$ cat config.mk
export PLATFORM = sky130hd
export DESIGN_NAME = bch_31_enc_arbiter_flat
export DESIGN_NICKNAME = d
export VERILOG_FILES = /design/src/rtl/bch_31_enc_arbiter_if.sv /design/src/rtl/bch_31_enc_arbiter.sv /design/src/flat_wrapper.sv
export SDC_FILE = /design/constraint.sdc
export NUM_CORES = 1
export LEC_CHECK = 0
export ABC_AREA = 1
export CAP_MARGIN = 0
export CORE_MARGIN = 2
export CORE_UTILIZATION = 43
export DETAILED_ROUTE_END_ITERATION = 7
export GPL_TIMING_DRIVEN = 0
export HOLD_SLACK_MARGIN = 0.03
export PLACE_DENSITY = 0.85
export SLEW_MARGIN = 20
export SYNTH_ARGS = -nofsm -noshare
export SYNTH_HDL_FRONTEND = slang
export SYNTH_SLANG_ARGS = --single-unit
$ cat constraint.sdc
create_clock -name clk -period 4.51 [get_ports clk]
set_input_delay 0.6765 -clock clk [delete_from_list [all_inputs] [get_ports clk]]
set_output_delay 0.6765 -clock clk [all_outputs]
set_load 0.1 [all_outputs]
$ cat src/rtl/bch_31_enc_arbiter_if.sv
// Bundles the requester-side and codeword-side handshakes of the shared BCH(31,21) encoder.
// Latency: none, wires only.
// Backpressure: carried by req_ready (to producers) and cw_ready (from the framer).
interface bch_31_enc_arbiter_if #(
    parameter int N_REQ = 4
);
    localparam int ID_W = (N_REQ > 1) ? $clog2(N_REQ) : 1;

    logic [N_REQ-1:0]    req_valid;
    logic [N_REQ*21-1:0] req_msg;
    logic [N_REQ-1:0]    req_ready;
    logic                cw_valid;
    logic [30:0]         cw_data;
    logic [ID_W-1:0]     cw_src;
    logic                cw_ready;

    // Producer/framer side of the block.
    modport master (
        output req_valid, req_msg, cw_ready,
        input  req_ready, cw_valid, cw_data, cw_src
    );

    // The arbiter itself.
    modport slave (
        input  req_valid, req_msg, cw_ready,
        output req_ready, cw_valid, cw_data, cw_src
    );
endinterface

$ cat src/rtl/bch_31_enc_arbiter.sv
// Systematic BCH(31,21) encoder, g(x) = x^10+x^9+x^8+x^6+x^5+x^3+1.
// Latency: purely combinational.
// Backpressure: none, stateless.
module bch_31_encoder (
    input  logic [20:0] msg,
    output logic [30:0] cw
);
    // g(x) without its x^10 term; the feedback tap pattern of the divider.
    localparam logic [9:0] GEN_LOW = 10'b1101101001;

    logic [9:0] rem;
    logic       fb;

    // Unrolled serial division of msg * x^10 by g(x), MSB first.
    always_comb begin
        rem = '0;
        fb  = 1'b0;
        for (int i = 20; i >= 0; i--) begin
            fb  = msg[i] ^ rem[9];
            rem = {rem[8:0], 1'b0} ^ (fb ? GEN_LOW : 10'b0);
        end
    end

    assign cw = {msg, rem};
endmodule

// Round-robin share of one BCH(31,21) encoder among N_REQ requesters, source-tagged output.
// Latency: 1 cycle from the accept edge to cw_valid; 1 codeword/cycle when cw_ready stays high.
// Backpressure: output register holds while cw_valid & ~cw_ready; no grants are issued then.
module bch_31_enc_arbiter #(
    parameter int N_REQ = 4
) (
    input  logic                   clk,
    input  logic                   rst,
    bch_31_enc_arbiter_if.slave    bus
);
    localparam int ID_W = (N_REQ > 1) ? $clog2(N_REQ) : 1;

    logic              load;
    logic              found;
    logic [ID_W-1:0]   win;
    logic [ID_W-1:0]   rr_ptr;
    logic [20:0]       win_msg;
    logic [30:0]       enc_cw;
    logic [N_REQ-1:0]  ready;
    logic              cw_valid;
    logic [30:0]       cw_data;
    logic [ID_W-1:0]   cw_src;

    // The output slot is free when empty or being drained this cycle.
    assign load = ~cw_valid | bus.cw_ready;

    // Round-robin pick: lowest valid index at or above rr_ptr, else lowest below it.
    // Loops run high-to-low so the last hit is the lowest index; the second pass overrides the first.
    always_comb begin
        found = 1'b0;
        win   = '0;
        for (int i = N_REQ - 1; i >= 0; i--) begin
            if (bus.req_valid[i] && (i < int'(rr_ptr))) begin
                found = 1'b1;
                win   = ID_W'(i);
            end
        end
        for (int i = N_REQ - 1; i >= 0; i--) begin
            if (bus.req_valid[i] && (i >= int'(rr_ptr))) begin
                found = 1'b1;
                win   = ID_W'(i);
            end
        end
    end

    // Route the winning message into the shared encoder.
    always_comb begin
        win_msg = '0;
        for (int i = 0; i < N_REQ; i++) begin
            if (win == ID_W'(i)) begin
                win_msg = bus.req_msg[21*i +: 21];
            end
        end
    end

    // One-hot grant to the winner, suppressed under reset, backpressure or no request.
    always_comb begin
        ready = '0;
        for (int i = 0; i < N_REQ; i++) begin
            ready[i] = ~rst & load & found & (win == ID_W'(i));
        end
    end

    bch_31_encoder u_enc (
        .msg (win_msg),
        .cw  (enc_cw)
    );

    // Output register and round-robin pointer; pointer moves past the winner on each accept.
    always_ff @(posedge clk or posedge rst) begin
        if (rst) begin
            cw_valid <= 1'b0;
            cw_data  <= '0;
            cw_src   <= '0;
            rr_ptr   <= '0;
        end else if (load) begin
            if (found) begin
                cw_valid <= 1'b1;
                cw_data  <= enc_cw;
                cw_src   <= win;
                rr_ptr   <= (win == ID_W'(N_REQ - 1)) ? '0 : win + 1'b1;
            end else begin
                cw_valid <= 1'b0;
            end
        end
    end

    assign bus.req_ready = ready;
    assign bus.cw_valid  = cw_valid;
    assign bus.cw_data   = cw_data;
    assign bus.cw_src    = cw_src;
endmodule

$ cat src/flat_wrapper.sv
// flat-port wrapper written by rule: the top's interface ports become plain ports
module bch_31_enc_arbiter_flat 
#(
    parameter int N_REQ = 4
)
  (clk, rst, bus_req_valid, bus_req_msg, bus_cw_ready, bus_req_ready, bus_cw_valid, bus_cw_data, bus_cw_src);
  bch_31_enc_arbiter_if #(.N_REQ(N_REQ)) bus_i ();
  input  logic clk;
  input  logic rst;
  input wire logic [$bits(bus_i.req_valid)-1:0] bus_req_valid;
  input wire logic [$bits(bus_i.req_msg)-1:0] bus_req_msg;
  input wire logic [$bits(bus_i.cw_ready)-1:0] bus_cw_ready;
  output wire logic [$bits(bus_i.req_ready)-1:0] bus_req_ready;
  output wire logic [$bits(bus_i.cw_valid)-1:0] bus_cw_valid;
  output wire logic [$bits(bus_i.cw_data)-1:0] bus_cw_data;
  output wire logic [$bits(bus_i.cw_src)-1:0] bus_cw_src;
  assign bus_i.req_valid = bus_req_valid;
  assign bus_i.req_msg = bus_req_msg;
  assign bus_i.cw_ready = bus_cw_ready;
  assign bus_req_ready = bus_i.req_ready;
  assign bus_cw_valid = bus_i.cw_valid;
  assign bus_cw_data = bus_i.cw_data;
  assign bus_cw_src = bus_i.cw_src;
  bch_31_enc_arbiter #(.N_REQ(N_REQ)) u_core (.clk(clk), .rst(rst), .bus(bus_i));
endmodule
## Word level (Yosys, flattened, before mapping)

Cells that the tools add are included.

- Bits in registers: 36
- Memory bits (read-only): 0
- Word-level logic and storage cells: 112
- Input bits: 91
- Latch bits: 0
- Bits in writable memories: 0
- Memories kept: 0

- Divide/modulo/power cells: 0
- Bitwise gates (word level): 49
- $mul: 0
- Reductions and logical operators: 8
- Multiplexer cells: 41
- Shifts and indexed selects: 0
- Eq/ne operators: 3
- Magnitude comparators: 6
- Add/sub/neg operators: 1

Operator list:

| kind | number |
|---|---|
| $mux 10 | 21 |
| $xor 10x10->10 | 20 |
| $mux 21 | 4 |
| $xor 1x1->1 | 20 |
| $mux 2 | 8 |
| $mux 1 | 8 |
| $and 1x1->1 | 6 |
| $logic_and 1x1->1 | 6 |
| $eq 2x2->1 const B | 2 |
| $ge 1x2->1 const A | 2 |
| $lt 1x2->1 const A | 2 |
| $add 2x1->2 const B | 1 |
| $eq 2x1->1 const B | 1 |
| $ge 2x2->1 const A | 1 |
| $logic_not 2->1 | 1 |
| $lt 2x2->1 const A | 1 |
| $not 1->1 | 2 |
| $reduce_and 2->1 | 1 |
| $or 1x1->1 | 1 |

## Longest topological paths before layout

- Depth in word-level cells: 75
- Depth in mapped cells: 52
- Gate-level depth less buffers: 51

## By module

A second synthesis with hierarchy kept.

- Cell total of the unflattened synthesis: 697
- Area total of the unflattened synthesis: 4418.0 µm²

By module, submodules not included:

| module | seq. area each (µm²) | times used | area an instance (µm²) | cells each |
|---|---|---|---|---|
| bch_31_enc_arbiter | 900.9 | 1 | 2262.2 | 350 |
| bch_31_encoder | 0.0 | 1 | 2155.8 | 347 |

## Worst setup path before layout

No wires, ideal clock.

- Path type: in2reg
- Start: in bus_req_valid[0]
- End: reg u_core.cw_data[6], in the netlist u_core.bus.cw_data[6]
- Arrival time: 4.585 ns
- Buffers on the path: 1
- Slack: -0.194 ns
- Stages on the path: 46
- Library setup time: 0.119 ns
- Cell sequence: inv_1 nand4_1 a311oi_1 inv_1 ha_1 buf_6 inv_6 nand3_1 nand2_1 nand2_1 nand2_2 nand2_1 nand2_4 nand2_2 nand2_4 inv_4 nand2_4 nand2_4 [10 not listed] inv_2 nand2_2 nand2_2 nand2_2 nand2_2 nand2_1 nand2_1 nand2_2 nand2_2 nand2_1 nand2_2 nand2_2 nand2_2 nand2_1 nand2_2 nand2_1 a21oi_1 nor2_1

- Word-level cells in the longest chain between the ends: 72

RTL lines:

| what | line | source |
|---|---|---|
| start: declaration | flat_wrapper.sv:10 | `input wire logic [$bits(bus_i.req_valid)-1:0] bus_req_valid;` |
| $logic_and 1x1->1 | bch_31_enc_arbiter.sv:59 | `if (bus.req_valid[i] && (i < int'(rr_ptr))) begin` |
| $mux 2 | bch_31_enc_arbiter.sv:59 |  |
| $mux 2 (3 in series) | bch_31_enc_arbiter.sv:65 | `if (bus.req_valid[i] && (i >= int'(rr_ptr))) begin` |
| $mux 2 * | bch_31_enc_arbiter.sv:65 |  |
| via u_core.win[1] | bch_31_enc_arbiter.sv:41 | `logic [ID_W-1:0] win;` |
| $logic_not 2->1 | bch_31_enc_arbiter.sv:76 | `if (win == ID_W'(i)) begin` |
| $mux 21 (3 in series) | bch_31_enc_arbiter.sv:76 |  |
| $mux 21 * | bch_31_enc_arbiter.sv:76 |  |
| [53 not listed] | n/a |  |
| $mux 10 | bch_31_enc_arbiter.sv:20 | `rem = {rem[8:0], 1'b0} ^ (fb ? GEN_LOW : 10'b0);` |
| $xor 10x10->10 | bch_31_enc_arbiter.sv:20 |  |
| $xor 1x1->1 | bch_31_enc_arbiter.sv:19 | `fb = msg[i] ^ rem[9];` |
| $mux 10 | bch_31_enc_arbiter.sv:20 |  |
| $xor 10x10->10 | bch_31_enc_arbiter.sv:20 |  |
| $xor 1x1->1 | bch_31_enc_arbiter.sv:19 |  |
| $mux 10 | bch_31_enc_arbiter.sv:20 |  |
| $xor 10x10->10 * | bch_31_enc_arbiter.sv:20 |  |
| end signal: assignment | bch_31_enc_arbiter.sv:105 | `cw_data <= enc_cw;` |
| end: declaration | bch_31_enc_arbiter.sv:47 | `logic [30:0] cw_data;` |

The timed path passes the listed nets; every way through them passes the cells marked *.
A chain may end at the register's enable or synchronous reset.

## Worst setup path in the final report

- Start: in bus_req_valid[1]
- End: reg u_core.cw_data[3], in the netlist u_core.bus.cw_data[3]

- Word-level cells in the longest chain between the ends: 73

RTL lines:

| what | line |
|---|---|
| $logic_and 1x1->1 | bch_31_enc_arbiter.sv:59 |
| $mux 2 (2 in series) | bch_31_enc_arbiter.sv:59 |
| $mux 2 (2 in series) | bch_31_enc_arbiter.sv:65 |
| $mux 2 * (2 in series) | bch_31_enc_arbiter.sv:65 |
| via u_core.win[1] | bch_31_enc_arbiter.sv:41 |
| $logic_not 2->1 | bch_31_enc_arbiter.sv:76 |
| $mux 21 (3 in series) | bch_31_enc_arbiter.sv:76 |
| $mux 21 * | bch_31_enc_arbiter.sv:76 |
| [53 not listed] | n/a |
| $mux 10 | bch_31_enc_arbiter.sv:20 |
| $xor 10x10->10 | bch_31_enc_arbiter.sv:20 |
| $xor 1x1->1 | bch_31_enc_arbiter.sv:19 |
| $mux 10 | bch_31_enc_arbiter.sv:20 |
| $xor 10x10->10 | bch_31_enc_arbiter.sv:20 |
| $xor 1x1->1 | bch_31_enc_arbiter.sv:19 |
| $mux 10 | bch_31_enc_arbiter.sv:20 |
| $xor 10x10->10 * | bch_31_enc_arbiter.sv:20 |

Marked as above.

==> results.cfg <==
[run_status]
outcome = complete, but fails checks
violations = negative setup slack

[layout]
layout_commonest_cell = nand2_1
mostFrequentLayoutCells = 167 x nand2_1, 124 x clkdlybuf4s50_1, 80 x nand2_2
fin_nets = 935
antennaDiodeCount = 0
stdcell_count = 949
areaGrowthSynthToFinish_pct = 83.1
fillCellCount = 496
layout-drive-gt1-share = 0.398

[critical_path]
cp.required_ns = 4.69
end_kind = flop
crit_slowest_cell = a311oi_4
critPathKind = primary input to flop
cp_slowest_stage_delay_ns = 0.33
crit_path_frequent_cell = nand2_4
worst-path-max-fanout = 6
crit_path_start_kind = primary input
critical_path_arrival_ns = 5.52

[sta]
min_period_over_period = 1.19
hold_viol_final = 0
clock_skew_ns = 0.00743
slew_headroom = 0.282
fmax_mhz = 187
setup_viol = 10
worstMarginPinSlew_ns = 1.07
drv_slew = 0
setup_ws_ns = -0.836
hold_ws_ns = 0.492
rsz0062_at_grt = yes
fin_tns_setup_ns = -6.68
period_needed_ns = 5.35

[route]
drt_wl_total_microns = 18400
viasPerCell = 5.88
dr.pass1.iters = 5
post_drt_wl_per_cell_microns = 19.4
drc_errors = 0
routed-via-count = 5577
first_iter_violations = 522
antenna_left = 0

[die]
dieHeight_microns = 99.2
num_rows = 34
core_area_sq_mm = 0.00876
initial_core_util = 0.445
ioPinCount = 129
die_area_sq_mm = 0.00984
die_w_microns = 99.2

[logic_synthesis]
yosysSeqAreaShare = 0.231
syn-instance-count = 635
synth_nets = 730
syn_area_sq_mm = 0.00390
synth-seq-cells = 36
synth_area_per_cell_sq_um = 6.14
ys_types = 35
yosysWarnings = 0

[grt]
grt_pass1_wl_microns = 23100
grt_start_max_net_pins = 38
antenna_found_initial = 0
track_usage = 0.286
grt_pass1_vias = 5209
grt_overflow_total = 0

[place]
io_buffers = 128
gp_congestion = 0.925
hpwl_microns = 9750
place_inst = 871
dpl_worst_slack_ns = -1.49

[clock_network]
cts.reportedPaths.clkPinSlew_ns = 0.08
ctsHoldBuffers = 0
clk_latency_ns = 0.30
cts_made_buffers = 5
cts_tree = built
cts_buffer_depth = 2
clock_sinks = 36
htree_levels = 2
clock-root-buffer = clkbuf_8

[run]
timing.max_cap.violations = 0

[worst_hold_path]
hold_path_class = flop to flop
[through the flow]
stage	utilization	cell area [sq um]
floorplan	-	4000
global placement	0.618	5420
detailed placement	0.618	5420
CTS	0.719	6300
global route	0.814	7130
finish	0.814	7130
[layout make-up]
| type | count | area (sq um) | share of cell area |
|---|---|---|---|
| inverters | 52 | 238 | 0.0333 |
| multi-input cells | 526 | 3750 | 0.525 |
| clock buffers | 5 | 68.8 | 0.00965 |
| plain buffers | 20 | 130 | 0.0182 |
| repair inverters | 1 | 6.26 | 0.000877 |
| well taps | 108 | 135 | 0.0189 |
| repair buffers | 198 | 1890 | 0.265 |
| clock inverters | 3 | 18.8 | 0.00263 |
| flip-flops and latches | 36 | 901 | 0.126 |
[final timing paths]
path                                  startpoint                     end  slack, ns  cells after the start
setup / recovery                bus_req_valid[1]   u_core.bus.cw_data[3]      -0.84                     43
hold / removal             u_core.bus.cw_data[0]   u_core.bus.cw_data[0]       0.49                      2
setup reg to reg                u_core.rr_ptr[1]   u_core.bus.cw_data[3]      -0.83                     43
hold reg to reg            u_core.bus.cw_data[0]   u_core.bus.cw_data[0]       0.49                      2
max in group asynchronous                    rst  u_core.bus.cw_data[11]       3.21                      2
min in group asynchronous                    rst     u_core.bus.cw_valid       0.83                      2
[registers in the layout (all words and copies together), names as in the netlist]
register and flops:
u_core.bus.cw_src 2, u_core.bus.cw_data 31, u_core.rr_ptr 2, u_core.bus.cw_valid 1
[routing by layer]
| layer | global-route usage | vias up | wire, microns |
|---|---|---|---|
| met5 | 0 | - | 0 |
| met4 | 0.121 | 0 | 1360 |
| met3 | 0.0464 | 142 | 1780 |
| met2 | 0.524 | 467 | 8830 |
| met1 | 0.327 | 2540 | 6430 |
| li1 | - | 2428 | - |
[cells in the mapped netlist, drive strengths merged]
master	number	area share
nand2	307	0.34
nand3	67	0.096
o21ai	57	0.074
inv	52	0.052
dfrtp	36	0.23
a21oi	27	0.040
nor2	23	0.023
xor2	18	0.047
clkbuf	13	0.013
nand3b	9	0.020
buf	8	0.018
xnor2	5	0.011
ha	4	0.013
a21boi	3	0.0087
nand4	2	0.0032
or2	2	0.0032
a311oi	1	0.0022
nor3	1	0.0013
[cells by family after synthesis]
logic type	count (synthesis)	synth area share
and+or+nand+nor	411	0.490
AOI/OAI and AO/OA	88	0.126
buffers and inverters	73	0.0822
DFF	36	0.231
xor gates and xnor gates	23	0.0584
adders and majority gates	4	0.0128
[worst max-delay path, delay by kind of cell]
family	cells	cell delay (ns)
AOI/OAI and AO/OA	3	0.55
xor gates and xnor gates	1	0.16
adders and majority gates	1	0.20
buffers and inverters	8	0.75
and+or+nand+nor	30	3.14
[timing repair]
| item | in CTS | in global routing |
|---|---|---|
| pin swaps | 61 | 94 |
| setup endpoints to repair | 13 | 10 |
| cloned | 3 | 0 |
| buffers inserted | 46 | 22 |
| resized for setup | 116 | 145 |
Power is not shown: default switching activity piles up to over one toggle a cycle in this logic, so the estimate is an artifact.
